`src/rtl/lsu_defs.sv`:
```
// Shared definitions for the load/store unit: size codes, FSM states,
// default memory depth and the access legality rule.
package lsu_defs;

  localparam int DMEM_DEPTH = 256;

  typedef enum logic [1:0] {
    SZ_BYTE = 2'b00,
    SZ_HALF = 2'b01,
    SZ_WORD = 2'b10,
    SZ_ILL  = 2'b11
  } size_e;

  typedef enum logic [1:0] {
    S_IDLE  = 2'b00,
    S_READ  = 2'b01,
    S_WRITE = 2'b10,
    S_DONE  = 2'b11
  } state_e;

  // Misaligned, illegal-size or beyond-the-end accesses are rejected before
  // any memory strobe is raised.
  function automatic logic access_bad(input logic [1:0]  size,
                                      input logic [31:0] addr,
                                      input logic [31:0] depth);
    logic bad;
    case (size)
      SZ_BYTE: bad = 1'b0;
      SZ_HALF: bad = addr[0];
      SZ_WORD: bad = (addr[1:0] != 2'b00);
      default: bad = 1'b1;
    endcase
    return bad || ({2'b00, addr[31:2]} >= depth);
  endfunction

endpackage

```
`src/rtl/lsu_lane_align.sv`:
```
// Little-endian lane handling: extracts/extends load data from a word and
// merges store data into the addressed lane of an existing word.
module lsu_lane_align
  import lsu_defs::*;
(
  input  logic [31:0] word,
  input  logic [1:0]  addr_lo,
  input  logic [1:0]  size,
  input  logic        is_unsigned,
  input  logic [31:0] wdata,
  output logic [31:0] load_data,
  output logic [31:0] store_word
);

  logic [7:0]  byte_lane;
  logic [15:0] half_lane;
  logic [4:0]  bit_off;

  assign bit_off   = {addr_lo, 3'b000};
  assign byte_lane = word[bit_off +: 8];
  assign half_lane = addr_lo[1] ? word[31:16] : word[15:0];

  // NOTE: every output gets a default before the case so no latch is inferred.
  always_comb begin
    load_data  = word;
    store_word = wdata;
    case (size)
      SZ_BYTE: begin
        load_data  = is_unsigned ? {24'h0, byte_lane} : {{24{byte_lane[7]}}, byte_lane};
        store_word = word;
        store_word[bit_off +: 8] = wdata[7:0];
      end
      SZ_HALF: begin
        load_data  = is_unsigned ? {16'h0, half_lane} : {{16{half_lane[15]}}, half_lane};
        store_word = addr_lo[1] ? {wdata[15:0], word[15:0]} : {word[31:16], wdata[15:0]};
      end
      default: ;
    endcase
  end

endmodule

```
`src/rtl/lsu_mem_ctrl.sv`:
```
// Load/store initiator: turns byte-addressed CPU accesses into single-word
// DMEM reads/writes, with read-modify-write for byte and half stores.
module lsu_mem_ctrl
  import lsu_defs::*;
#(
  parameter int DEPTH_WORDS = DMEM_DEPTH,
  parameter int DATA_W      = 32
) (
  input  logic              clk,
  input  logic              rst,
  input  logic              LSU_req,
  input  logic              LSU_we,
  input  logic [1:0]        LSU_size,
  input  logic              LSU_unsigned,
  input  logic [DATA_W-1:0] LSU_addr,
  input  logic [DATA_W-1:0] LSU_wdata,
  output logic              LSU_busy,
  output logic              LSU_done,
  output logic              LSU_err,
  output logic [DATA_W-1:0] LSU_rdata,
  output logic [DATA_W-1:0] DMEM_address,
  output logic [DATA_W-1:0] DMEM_data_in,
  output logic              DMEM_mem_write,
  output logic              DMEM_mem_read,
  input  logic [DATA_W-1:0] DMEM_data_out
);

  state_e            state_q, state_d;
  logic              we_q, we_d;
  logic [1:0]        size_q, size_d;
  logic              uns_q, uns_d;
  logic [DATA_W-1:0] addr_q, addr_d;
  logic [DATA_W-1:0] wdata_q, wdata_d;
  logic [DATA_W-1:0] old_q, old_d;
  logic [DATA_W-1:0] rdata_q, rdata_d;
  logic              done_q, done_d;
  logic              err_q, err_d;

  logic              in_read, in_write, req_bad;
  logic [DATA_W-1:0] align_word, load_data, store_word;

  // Strobes are gated by rst so a reset edge can never commit a write.
  assign in_read    = (state_q == S_READ)  && !rst;
  assign in_write   = (state_q == S_WRITE) && !rst;
  assign align_word = (state_q == S_READ) ? DMEM_data_out : old_q;
  assign req_bad    = access_bad(LSU_size, LSU_addr, 32'(DEPTH_WORDS));

  lsu_lane_align u_align (
    .word        (align_word),
    .addr_lo     (addr_q[1:0]),
    .size        (size_q),
    .is_unsigned (uns_q),
    .wdata       (wdata_q),
    .load_data   (load_data),
    .store_word  (store_word)
  );

  always_comb begin
    state_d = state_q;
    we_d    = we_q;
    size_d  = size_q;
    uns_d   = uns_q;
    addr_d  = addr_q;
    wdata_d = wdata_q;
    old_d   = old_q;
    rdata_d = rdata_q;
    done_d  = 1'b0;
    err_d   = 1'b0;
    case (state_q)
      S_IDLE: begin
        if (LSU_req) begin
          we_d    = LSU_we;
          size_d  = LSU_size;
          uns_d   = LSU_unsigned;
          addr_d  = LSU_addr;
          wdata_d = LSU_wdata;
          rdata_d = '0;
          if (req_bad) begin
            state_d = S_DONE;
            done_d  = 1'b1;
            err_d   = 1'b1;
          end else if (!LSU_we || LSU_size != SZ_WORD) begin
            state_d = S_READ;
          end else begin
            state_d = S_WRITE;
          end
        end
      end
      S_READ: begin
        old_d = DMEM_data_out;
        if (we_q) begin
          state_d = S_WRITE;
        end else begin
          rdata_d = load_data;
          state_d = S_DONE;
          done_d  = 1'b1;
        end
      end
      S_WRITE: begin
        state_d = S_DONE;
        done_d  = 1'b1;
      end
      default: state_d = S_IDLE;
    endcase
  end

  // NOTE: sequential state uses non-blocking assignments only; every register
  // here is small control/data state, so all of it is reset.
  always_ff @(posedge clk) begin
    if (rst) begin
      state_q <= S_IDLE;
      we_q    <= 1'b0;
      size_q  <= 2'b00;
      uns_q   <= 1'b0;
      addr_q  <= '0;
      wdata_q <= '0;
      old_q   <= '0;
      rdata_q <= '0;
      done_q  <= 1'b0;
      err_q   <= 1'b0;
    end else begin
      state_q <= state_d;
      we_q    <= we_d;
      size_q  <= size_d;
      uns_q   <= uns_d;
      addr_q  <= addr_d;
      wdata_q <= wdata_d;
      old_q   <= old_d;
      rdata_q <= rdata_d;
      done_q  <= done_d;
      err_q   <= err_d;
    end
  end

  assign LSU_busy       = (state_q != S_IDLE);
  assign LSU_done       = done_q;
  assign LSU_err        = err_q;
  assign LSU_rdata      = rdata_q;
  assign DMEM_mem_read  = in_read;
  assign DMEM_mem_write = in_write;
  assign DMEM_address   = (in_read || in_write) ? {2'b00, addr_q[DATA_W-1:2]} : '0;
  assign DMEM_data_in   = !in_write ? '0 : (size_q == SZ_WORD) ? wdata_q : store_word;

endmodule

```
`config.mk`:
```
export PLATFORM = sky130hd
export DESIGN_NAME = lsu_mem_ctrl
export DESIGN_NICKNAME = d
export VERILOG_FILES = /design/src/rtl/lsu_defs.sv /design/src/rtl/lsu_lane_align.sv /design/src/rtl/lsu_mem_ctrl.sv
export SDC_FILE = /design/constraint.sdc
export NUM_CORES = 1
export LEC_CHECK = 0
export CAP_MARGIN = 25
export CORE_MARGIN = 8
export CORE_UTILIZATION = 28
export CTS_BUF_LIST = sky130_fd_sc_hd__clkbuf_4 sky130_fd_sc_hd__clkbuf_8
export CTS_CLUSTER_DIAMETER = 150
export DETAILED_ROUTE_END_ITERATION = 7
export GPL_TIMING_DRIVEN = 0
export PLACE_DENSITY_LB_ADDON = 0.25
export SLEW_MARGIN = 30
export SYNTH_ARGS = -nofsm -noshare
export SYNTH_HDL_FRONTEND = slang
export SYNTH_HIERARCHICAL = 1
export SYNTH_SLANG_ARGS = --single-unit
```
`constraint.sdc`:
```
create_clock -name clk -period 4.2 [get_ports clk]
set_input_delay 1.26 -clock clk [delete_from_list [all_inputs] [get_ports clk]]
set_output_delay 1.26 -clock clk [all_outputs]
set_load 0.01 [all_outputs]
```
======== Word-level counts from Yosys, hierarchy flattened ========
Cells that the tools add are included.
word-level totals
  flip-flop bits (word level) ............. 136
  input bits .............................. 103
  output and inout bits ................... 101
  logic and storage cells ................. 65
operators by class
  add/subtract/negate cells ............... 1
  $lt $le $gt $ge ......................... 1
  equal/unequal tests ..................... 9
  shift operators ......................... 3
  multiplexer cells ....................... 24
  bitwise operators ....................... 1
  reductions and logical operators ........ 16
operators by type and width
  kind                      number
  $mux W32                  8
  $pmux W32 S2              3
  $bwmux W32                1
  $shift A8 B7 Y32 const A  1
  $shiftx A32 B6 Y8         1
  $shiftx A8 B7 Y32         1
  $ge A30 B9 Y1 const B     1
  $mux W30                  1
  $mux W16                  1
  $neg A5 Y7                1
  $eq A2 B1 Y1 const B      3
  $eq A2 B2 Y1 const B      3
  $logic_not A2 Y1          3
  $mux W2                   3
  $ne A2 B2 Y1 const B      3
  $pmux W1 S3               2
  $pmux W2 S3               1
  $reduce_bool A2 Y1        3
  $mux W1                   4
  $logic_or A1 B1 Y1        3
  $reduce_and A3 Y1         1
  $logic_and A1 B1 Y1       2
  $logic_not A1 Y1          2
  $reduce_and A2 Y1         1
  other kinds (2)           2

======== Logic depth before layout (Yosys ltp) ========
Gate-level depths: netlist of run 1.
  depth in word-level cells ............... 7
  gate-level depth with buffers ........... 12
  depth with buffers taken out ............ 9

======== By module ========
Netlist of run 1, hierarchy kept.
by module, submodules not included
  module          times used  cells an instance  area an instance (um^2)  seq. area each (um^2)
  lsu_mem_ctrl    1           734                5811.8                   2722.6
  lsu_lane_align  1           255                1666.6                   0.0

======== Worst setup path before layout of run 1 ========
No wires, ideal clock.
  path type ............................... reg2out
  start ................................... register addr_q[1]
  end ..................................... output port DMEM_data_in[23]
  arrival time ............................ 2.360 ns
  required time ........................... 2.940 ns
  slack ................................... 0.580 ns
  stages on the path, launching flop included .. 12
  path buffers ............................ 3
  cell sequence ........................... dfxtp_1 -> buf_2 -> buf_2 -> inv_2 -> ha_1 -> inv_1 -> nor4b_1 -> and2_1 -> buf_2 -> a221o_1 -> nand2_1 -> a21oi_1
between the ends
  cells in the longest elaborated chain, start to end .. 6
  elaborated cells between the ends (all ways) .. 8
  classes of those cells .................. add/sub (1); shift (2); mux (5)
ends and longest elaborated chain
  what                                                   line                  text
  start: declaration                                     lsu_mem_ctrl.sv:32    logic [DATA_W-1:0] addr_q, addr_d;
  start signal: assignment                               lsu_mem_ctrl.sv:126   addr_q <= addr_d;
  $neg A5 Y7                                             lsu_lane_align.sv:31  store_word[bit_off +: 8] = wdata[7:0];
  $shiftx A8 B7 Y32 or $shift A8 B7 Y32 (tied branches)  lsu_lane_align.sv:31
  $bwmux W32                                             lsu_lane_align.sv:31
  $pmux W32 S2 (*)                                       lsu_lane_align.sv:27  case (size)
  net store_word[23]                                     lsu_mem_ctrl.sv:40    logic [DATA_W-1:0] align_word, load_data, store_word;
  $mux W32 (*) (2 in a row)                              lsu_mem_ctrl.sv:142   assign DMEM_data_in = !in_write ? '0 : (size_q == SZ_WORD) ? wdata_q : store_word;
  end: declaration                                       lsu_mem_ctrl.sv:22    output logic [DATA_W-1:0] DMEM_data_in,
Mark *: on every way through the listed nets, which the timed path passes. The rest lies on a longest branch.

======== Worst setup path in the final report of run 1 ========
  start ................................... input port DMEM_data_out[11]
  end ..................................... output port DMEM_data_in[11]
between the ends
  cells in the longest elaborated chain, start to end .. 5
  elaborated cells between the ends (all ways) .. 6
  classes of those cells .................. mux (6)
ends and longest elaborated chain
  what                                    line                                        text
  start: declaration                      lsu_mem_ctrl.sv:25                          input logic [DATA_W-1:0] DMEM_data_out
  $mux W32 (*)                            --
  net align_word[11]                      lsu_mem_ctrl.sv:40
  $mux W32 or $bwmux W32 (tied branches)  lsu_lane_align.sv:35, lsu_lane_align.sv:31
  $pmux W32 S2 (*)                        lsu_lane_align.sv:27
  net store_word[11]                      lsu_mem_ctrl.sv:40
  $mux W32 (*) (2 in a row)               lsu_mem_ctrl.sv:142
Marks and branches as above.

==> results of run 1 <==
through the flow:
step	hold slack, ns	utilization (%)	total power [W]	instances
final	0.452	39.9	0.00462	1588
after global routing	0.472	39.9	0.00491	1588
after global placement	0.438	37.3	0.00341	1532
after CTS	0.456	39.5	0.00458	1575
after detailed placement	0.444	37.3	0.00342	1532
after floorplan	0.431	-	0.00276	990
kinds of logic after synthesis:
logic type	share of synthesized area, %
muxes	7.71
DFF	36.4
AOI/OAI and AO/OA	21.4
other	0.0501
adders and majority gates	1.51
and+or+nand+nor	26.4
buffers and inverters	6.49
synthesized netlist by cell type, types with 9 or more instances:
cell type  instances  share of area, %
nand3_1           33               2.2
mux2i_1           16               2.1
inv_1             12              0.60
buf_2             28               1.9
nand2_1          289                15
a22oi_1           12               1.2
nor2_1            13              0.65
mux2_2            21               3.2
o21ai_0           23               1.5
mux2_1            16               2.4
dfxtp_1          136                36
a22o_1            13               1.5
clkbuf_1          29               1.5
buf_4             10               1.0
a21oi_2           10               1.2
nor2b_1           71               5.9
nand2b_1          10              0.84
a21oi_1          144               9.6
ha_1               9               1.5
a221o_1           18               2.4
repair_timing:
item,CTS,global route
gates resized for setup,150,37
endpoints found under the setup margin,62,27
pin swaps,2,8
buffers inserted,12,13
flip-flops by register name, indices dropped and copies added, names as in the netlist, 2 cells and up:
signal	count
LSU_rdata	32
state_q	2
size_q	2
wdata_q	32
old_q	32
addr_q	32
power groups by stage:
stage                     sequential [W]  clock [W]  combinational (W)
after global placement           0.00158          0            0.00183
after global routing             0.00157    0.00113            0.00221
final                            0.00156    0.00104            0.00203
after floorplan                  0.00154          0            0.00122
after CTS                        0.00155    0.00106            0.00196
after detailed placement         0.00158          0            0.00184
critical path, delay by kind of cell:
family / cells / cell delay (ns)
buffers and inverters: 2 / 0.80
and+or+nand+nor: 2 / 0.22
AOI/OAI and AO/OA: 3 / 0.39
muxes: 1 / 0.21
cell type report:
cell class | count | area [µm²] | area share, %
buffer | 80 | 474 | 4.47
clock buffer | 17 | 234 | 2.20
clock inverter | 15 | 131 | 1.24
inverter | 15 | 62.6 | 0.589
multi-input combinational | 758 | 4470 | 42.1
sequential | 136 | 2730 | 25.7
tap | 341 | 427 | 4.02
timing repair buffer | 226 | 2090 | 19.7
worst paths after layout:
path                startpoint                to  slack [ns]  cells after the start
max          DMEM_data_out[11]  DMEM_data_in[11]        0.05                      8
min               LSU_rdata[1]      LSU_rdata[1]        0.45                      2
max reg2reg         state_q[1]     LSU_rdata[16]        1.30                     13
min reg2reg       LSU_rdata[1]      LSU_rdata[1]        0.45                      2
metal layers:
metal | share of wire [%] | wire length (µm) | vias up
li1 | - | - | 3886
met1 | 45 | 13600 | 3671
met2 | 45 | 13700 | 301
met3 | 8.4 | 2540 | 27
met4 | 1.2 | 376 | 0
met5 | 0 | 0 | -
==> run_results.csv, run 1 <==
group,metric,value,unit
status,status,"finished clean",
sta,finalSetupTns,0,ns
finish,drive_above_1_share,15.9,%
grt,grt_pass1_vias,7903,
cts,clk_pin_slew_worst_paths,0.08,ns
grt,grt_max_degree,17,
die,start_util,28.1,%
die,io_pins,204,
grt,antenna_found_initial,1,
critical_path,crit_required,2.94,ns
synthesis,synthFlopType,"dfxtp_1",
placement,globalplace.congestion,0.913,
power_and_ir_drop,p_sw,0.00189,W
cts,cts_sinks,136,
power_and_ir_drop,combPwrFrac,43.9,%
grt,grtUsageMet3,6.11,%
cts,cts_root_buffer,"clkbuf_8",
sta,hold_violations,0,
cts,hold_buffers,0,
power_and_ir_drop,p_seq_share,33.7,%
finish,fillers,2870,
route,wl,30.2,mm
power_and_ir_drop,p_int,0.00273,W
cts,cts_buffers,17,
sta,max_freq,241,MHz
sta,tightest_slew,0.669,ns
power_and_ir_drop,clockPowerShare,22.4,%
placement,io_buffer_count,201,
critical_path,path_cells,"clkdlybuf4s50_1 > mux2_4 > nor2b_1 > a31oi_1 > o21ai_1 > nand2_1 > a21oi_2 > dlygate4sd2_1",
die,coreArea,26600,µm²
route,viasPerCell,4.97,
critical_path,cp-end-kind,"output pin",
power_and_ir_drop,vdd_drop_max,165,µV
sta,layout_worst_path_cycle_share,98.8,%
grt,grt_pass1_wl,46.7,mm
power_and_ir_drop,leakage,4.03,nW
sta,rsz0062_at_grt,"no",
synthesis,yosysSeqAreaShare,36.4,%
critical_path,worst-path-max-fanout,5,
route,vias,7885,
placement,place_ws,-0.477,ns
route,avgRoutedWirePerCell,19.0,µm
synthesis,ys_types,57,
die,fp-row-count,60,
critical_path,cp.arrival,2.89,ns
hold_path,hold_path_class,"reg2reg",
die,die_w,179,µm
synthesis,ys_ff_latch,136,
finish,n_antenna_cell,0,
route,ant_nets,0,
synthesis,syn_inst,989,
route,drt-initial-drc-count,788,
die,die_area,32200,µm²
cts,cts-htree-levels,4,
die,die_y,179,µm
sta,finClkSkew,0.0169,ns
power_and_ir_drop,power.density,435,nW/µm²
finish,layout_commonest_cell,"nand2_1",
critical_path,max_stage_delay,0.51,ns
grt,top_usage_layer,"met2",
cts,cts_tree,"done",
grt,use_met2,29.4,%
finish,final_cell_mix,"nand2_1, clkdlybuf4s50_1, dfxtp_1",
cts,clk_latency,0.46,ns
sta,finalSetupViolCount,0,
flow_run,drv_cap,0,
finish,syn_to_final_growth,41.9,%
critical_path,cp_slowest_cell,"clkdlybuf4s50_1",
finish,final_area,10600,µm²
synthesis,synth_edf_count,0,
synthesis,synthArstFlopShare,0,%
placement,placed_area,9920,µm²
placement,hpwlAfterDp,22.8,mm
synthesis,netlist_area,7480,µm²
sta,maxSlewViolCount,0,
sta,timing.slew.headroom,55.4,%
critical_path,critPathKind,"in2out",
synthesis,syn_avg_cell_area,7.56,µm²
route,drc,0,
sta,worst_slack,0.0503,ns
route,drtPass1Iterations,6,
grt,met1_usage,23.5,%
sta,fin_crit,4.15,ns
synthesis,yosys_warnings,6,
grt,track_usage,18.3,%
critical_path,cp-start-kind,"primary input",
cts,clock_path_buffers,2,
power_and_ir_drop,swShare,40.8,%
grt,overflow,0,
finish,fin_nets,1346,
(Power assumes the default switching activity.)
==> inputs of run 2 (changes only) <==
- CELL_PAD_IN_SITES_DETAIL_PLACEMENT: not set -> 1
- CELL_PAD_IN_SITES_GLOBAL_PLACEMENT: not set -> 1
==> run_results.csv, run 2 (synthesis gave the netlist of run 1 again) <==
group,metric,value,unit
finish,syn_to_final_growth,41.7,%
sta,rsz0062_at_grt,"no",
finish,final_cell_mix,"nand2_1, clkdlybuf4s50_1, dfxtp_1",
critical_path,cp-start-kind,"primary input",
die,die_area,32200,µm²
placement,globalplace.congestion,0.902,
grt,grt_pass1_wl,49.1,mm
route,viasPerCell,5.01,
sta,finalSetupViolCount,0,
grt,top_usage_layer,"met2",
cts,cts_buffers,17,
cts,cts_tree,"done",
critical_path,worst-path-max-fanout,5,
route,ant_nets,0,
sta,fin_crit,4.15,ns
critical_path,cp-end-kind,"output pin",
critical_path,cp.arrival,2.89,ns
sta,max_freq,241,MHz
route,avgRoutedWirePerCell,20.2,µm
critical_path,r2r_start,"state_q[1]",
grt,grtUsageMet3,5.63,%
sta,layout_worst_path_cycle_share,98.8,%
cts,clk_latency,0.47,ns
hold_path,hold_path_class,"reg2reg",
grt,overflow,0,
grt,antenna_found_initial,0,
finish,fin_nets,1336,
die,fp-row-count,60,
finish,layout_commonest_cell,"nand2_1",
sta,tightest_slew,0.671,ns
sta,finClkSkew,0.0117,ns
grt,grt_max_degree,17,
cts,clk_pin_slew_worst_paths,0.09,ns
status,status,"finished clean",
placement,hpwlAfterDp,24.2,mm
route,vias,7905,
die,coreArea,26600,µm²
power_and_ir_drop,power.density,455,nW/µm²
critical_path,crit_required,2.94,ns
flow_run,drv_cap,0,
die,die_w,179,µm
sta,timing.slew.headroom,55.3,%
die,start_util,28.1,%
power_and_ir_drop,vdd_drop_max,172,µV
finish,stdcell_count,1578,
sta,hold_ws,0.455,ns
cts,hold_buffers,0,
placement,io_buffer_count,201,
cts,cts_sinks,136,
route,drtPass1Iterations,5,
sta,maxSlewViolCount,0,
finish,drive_above_1_share,16.3,%
critical_path,cp-startpoint,"DMEM_data_out[18]",
die,io_pins,204,
placement,dp_cells,1532,
grt,grt_pass1_vias,8265,
cts,clock_path_buffers,2,
route,wl,31.9,mm
route,drt-initial-drc-count,489,
route,drc,0,
finish,n_antenna_cell,0,
grt,track_usage,19.3,%
grt,met1_usage,24.4,%
sta,hold_violations,0,
cts,cts-htree-levels,4,
grt,use_met2,31.6,%
die,die_y,179,µm
hold_path,worstHoldStart,"LSU_rdata[14]",
cts,cts_root_buffer,"clkbuf_8",
power_and_ir_drop,leakage,4.01,nW
critical_path,critPathKind,"in2out",
## run 2: changes by cell type in the layout (fill, tap and decap cells not counted), moves of 5 or more
cell,before,now
buf_2,26,32
buf_4,34,25
a21oi_2,24,29
a21oi_1,130,125
## run 2: path summary, 6_finish.rpt
path / to / slack [ns] / depth (start not counted)
max reg2reg: LSU_rdata[18] / 1.26 / 13
min reg2reg: LSU_rdata[14] / 0.45 / 2
min: LSU_rdata[14] / 0.45 / 2
max: DMEM_data_in[18] / 0.05 / 8
## run 2: worst max-delay path: stages
cell	delay [ns]
clkdlybuf4s50_1	0.40
mux2_2	0.35
mux2i_1	0.14
o21ai_0	0.09
a221o_1	0.27
nand2_1	0.08
a21oi_2	0.06
clkdlybuf4s15_2	0.23
## run 2: layer usage
metal,vias up,part of all wire [%]
li1,3848,-
met1,3748,45
met2,268,46
met3,41,6.7
met4,0,2.0
met5,-,0
## run 2: cell type report
type	instances	area [µm²]
multi-input combinational	758	4490
buffer	80	473
clock inverter	14	186
fill	3282	16000
timing repair buffer	216	1990
clock buffer	18	241
sequential	136	2730
inverter	15	60.1
tap	341	427
## run 2: stage by stage
step                worst slack (ns)  cell area, µm²  TNS, ns  total power [W]  util [%]
floorplan                      0.580            7480        0          0.00276         -
global placement              -0.491            9920   -18.65          0.00344      37.3
detailed placement            -0.518            9920   -18.73          0.00347      37.3
CTS                          0.00299           10600        0          0.00482      39.8
global route                 0.00379           10600        0          0.00509      39.9
finish                        0.0492           10600        0          0.00482      39.9
## run 2: report_power, final
part           internal [W]  leakage, nW  total, W  switching [W]
Clock              0.000611        0.211   0.00122       0.000608
Combinational      0.000846         2.69   0.00204        0.00119
Sequential          0.00144         1.11   0.00156       0.000120
Total               0.00290         4.01   0.00482        0.00192
## run 2: repair_timing
| item | CTS | global route |
|---|---|---|
| setup buffers | 10 | 5 |
| setup endpoints to repair | 62 | 26 |
| pin swaps | 7 | 13 |
| gates resized for setup | 179 | 26 |
==> edit: new RTL, settings of run 1 <==
Encoding of `state_e`: now Gray code (2 bits for 4 states).
--- a/src/rtl/lsu_defs.sv
+++ b/src/rtl/lsu_defs.sv
@@ -16,4 +16,4 @@
     S_READ  = 2'b01,
-    S_WRITE = 2'b10,
-    S_DONE  = 2'b11
+    S_WRITE = 2'b11,
+    S_DONE  = 2'b10
   } state_e;
Function: no difference found for any inputs over 4 cycles, from zero or initial values and one cycle with rst high; so few cycles prove little.
==> edit against run 1 <==
Cell area is 1.3% lower. Synthesized area is 1.7% lower. Critical endpoint is now DMEM_data_in[30]. Clock skew shrank 0.68 ps. Sequential cell count did not move. Core utilization up 0.47 points. Die area down 1.6%. Highest routed layer is now met5. Hold slack gained 3.0 ps. Routed wire length is 0.35% higher. Worst setup slack worse by 27 ps. First-iteration DRC count shrank 6.3%. Synthesized cell count is 4.7% lower.
Power is not compared: it rests on default switching activity, and its combinational part moved more than twofold at a synthesized area within 25%.
==> edit: results (changes against run 1) <==
----------------------------------------------------
[Timing]
  Worst-case headroom to the max-slew limit ... 48.5% (was 55.4%)
  Post-route fraction of the period consumed by the critical path ... 99.5% (was 98.8%)
  Worst-case clock skew ... 16.3 ps (was 16.9 ps)

[Placed design]
  Half-perimeter wire length after detailed placement ... 22500 um (was 22800 um)
  Post-Place Setup Slack ... -614 ps (was -477 ps)
  Cell count after placement ... 1480 (was 1532)
  Placer's final routability congestion estimate ... 0.917 (was 0.913)
  Area after detailed placement ... 9780 um^2 (was 9920 um^2)

[Setup path]
  Crit path arrival time ... 2920 ps (was 2890 ps)
  Biggest fanout along the worst timing path ... 3 (was 5)

[Global route]
  Via count of the first global-routing pass ... 7562 (was 7903)
  All-Layer GR Usage ... 18.6% (was 18.3%)
  Global-route wire length before repair ... 44800 um (was 46700 um)

[Synth]
  Cell types with the largest area share after synthesis ... dfxtp_1 (37%), nand2_1 (13%), a21oi_1 (7.6%), mux2_4 (4.7%), a22oi_1 (4.3%) (was dfxtp_1 (36%), nand2_1 (15%), a21oi_1 (9.6%), nor2b_1 (5.9%), mux2_2 (3.2%))
  Post-Synth Adder-Cell Area ... 0.851% (was 1.51%)
  Avg Synthesized Cell Area ... 7.79 um^2 (was 7.56 um^2)
  Sequential area share after synthesis ... 37.1% (was 36.4%)
  Fraction of synthesized area in multiplexers ... 9.02% (was 7.71%)
  Post-synthesis compound-gate area fraction ... 22.3% (was 21.4%)
  Number of distinct library cell variants in the gate-level netlist after synthesis ... 54 (was 57)

[Run status]
  Run status ... finished, final reports clean (unchanged)

[Detailed routing]
  Final wirelength ... 30300 um (was 30200 um)
  Average wire length per cell after detail routing ... 19.8 um (was 19.0 um)

[Clock tree]
  Clock transition at the register clock pins on the worst setup and hold paths after CTS ... 100 ps (was 80 ps)

[Floorplan]
  X dimension of the die ... 178 um (was 179 um)

----------------------------------------------------
[edit: logic make-up (layout without fill, tap and decap cells)]
group | Yosys count | after routing
flip-flops | 136 | 136
other | 1 | 2
buffers and inverters | 94 | 343
AO/OA/AOI/OAI | 252 | 252
AND/OR/NAND/NOR | 402 | 402
adder cells (fa/ha/maj) | 5 | 5
multiplexers | 53 | 53
[edit: final timing paths]
path | to | cells after the start | start
max | DMEM_data_in[30] | 8 | DMEM_data_out[30]
min | addr_q[5] | 2 | addr_q[5]
max reg2reg | LSU_rdata[18] | 12 | state_q[0]
min reg2reg | addr_q[5] | 2 | addr_q[5]
[edit: repair_timing]
action | in CTS | in global routing
buffers inserted | 8 | 9
gates resized for setup | 96 | 47
pin swaps | 2 | 5
hold buffers | 0 | 0
endpoints found under the setup margin | 64 | 52
[edit: metal layers]
layer / wire (um) / track usage, % / vias up
met2: 13800 / 29.6 / 339
met5: 27 / 0 / -
met1: 13200 / 23.8 / 3607
met4: 272 / 3.99 / 4
met3: 3060 / 6.41 / 28
li1: - / - / 3713
[edit: critical path, cell delays in order]
cell and delay [ps]:
clkdlybuf4s50_1 430, mux2_4 300, mux2i_1 140, o21ai_0 110, a221o_1 280, nand2_1 60
a21oi_1 90, clkdlybuf4s15_2 230
[edit: area by class of cell]
type | count | area [um^2] | area share [%]
Clock inverter | 15 | 159 | 1.52
Inverter | 16 | 63.8 | 0.609
Multi-Input combinational cell | 714 | 4350 | 41.6
Clock buffer | 17 | 234 | 2.23
Tap cell | 335 | 419 | 4.00
Timing Repair Buffer | 218 | 2070 | 19.8
Sequential cell | 136 | 2730 | 26.0
Buffer | 77 | 445 | 4.25
[edit: report_power, final]
group          switching, mW  total, mW  internal (mW)
clock                  0.613       1.11          0.493
combinational          0.229      0.408          0.179
sequential            0.0446       1.37           1.33
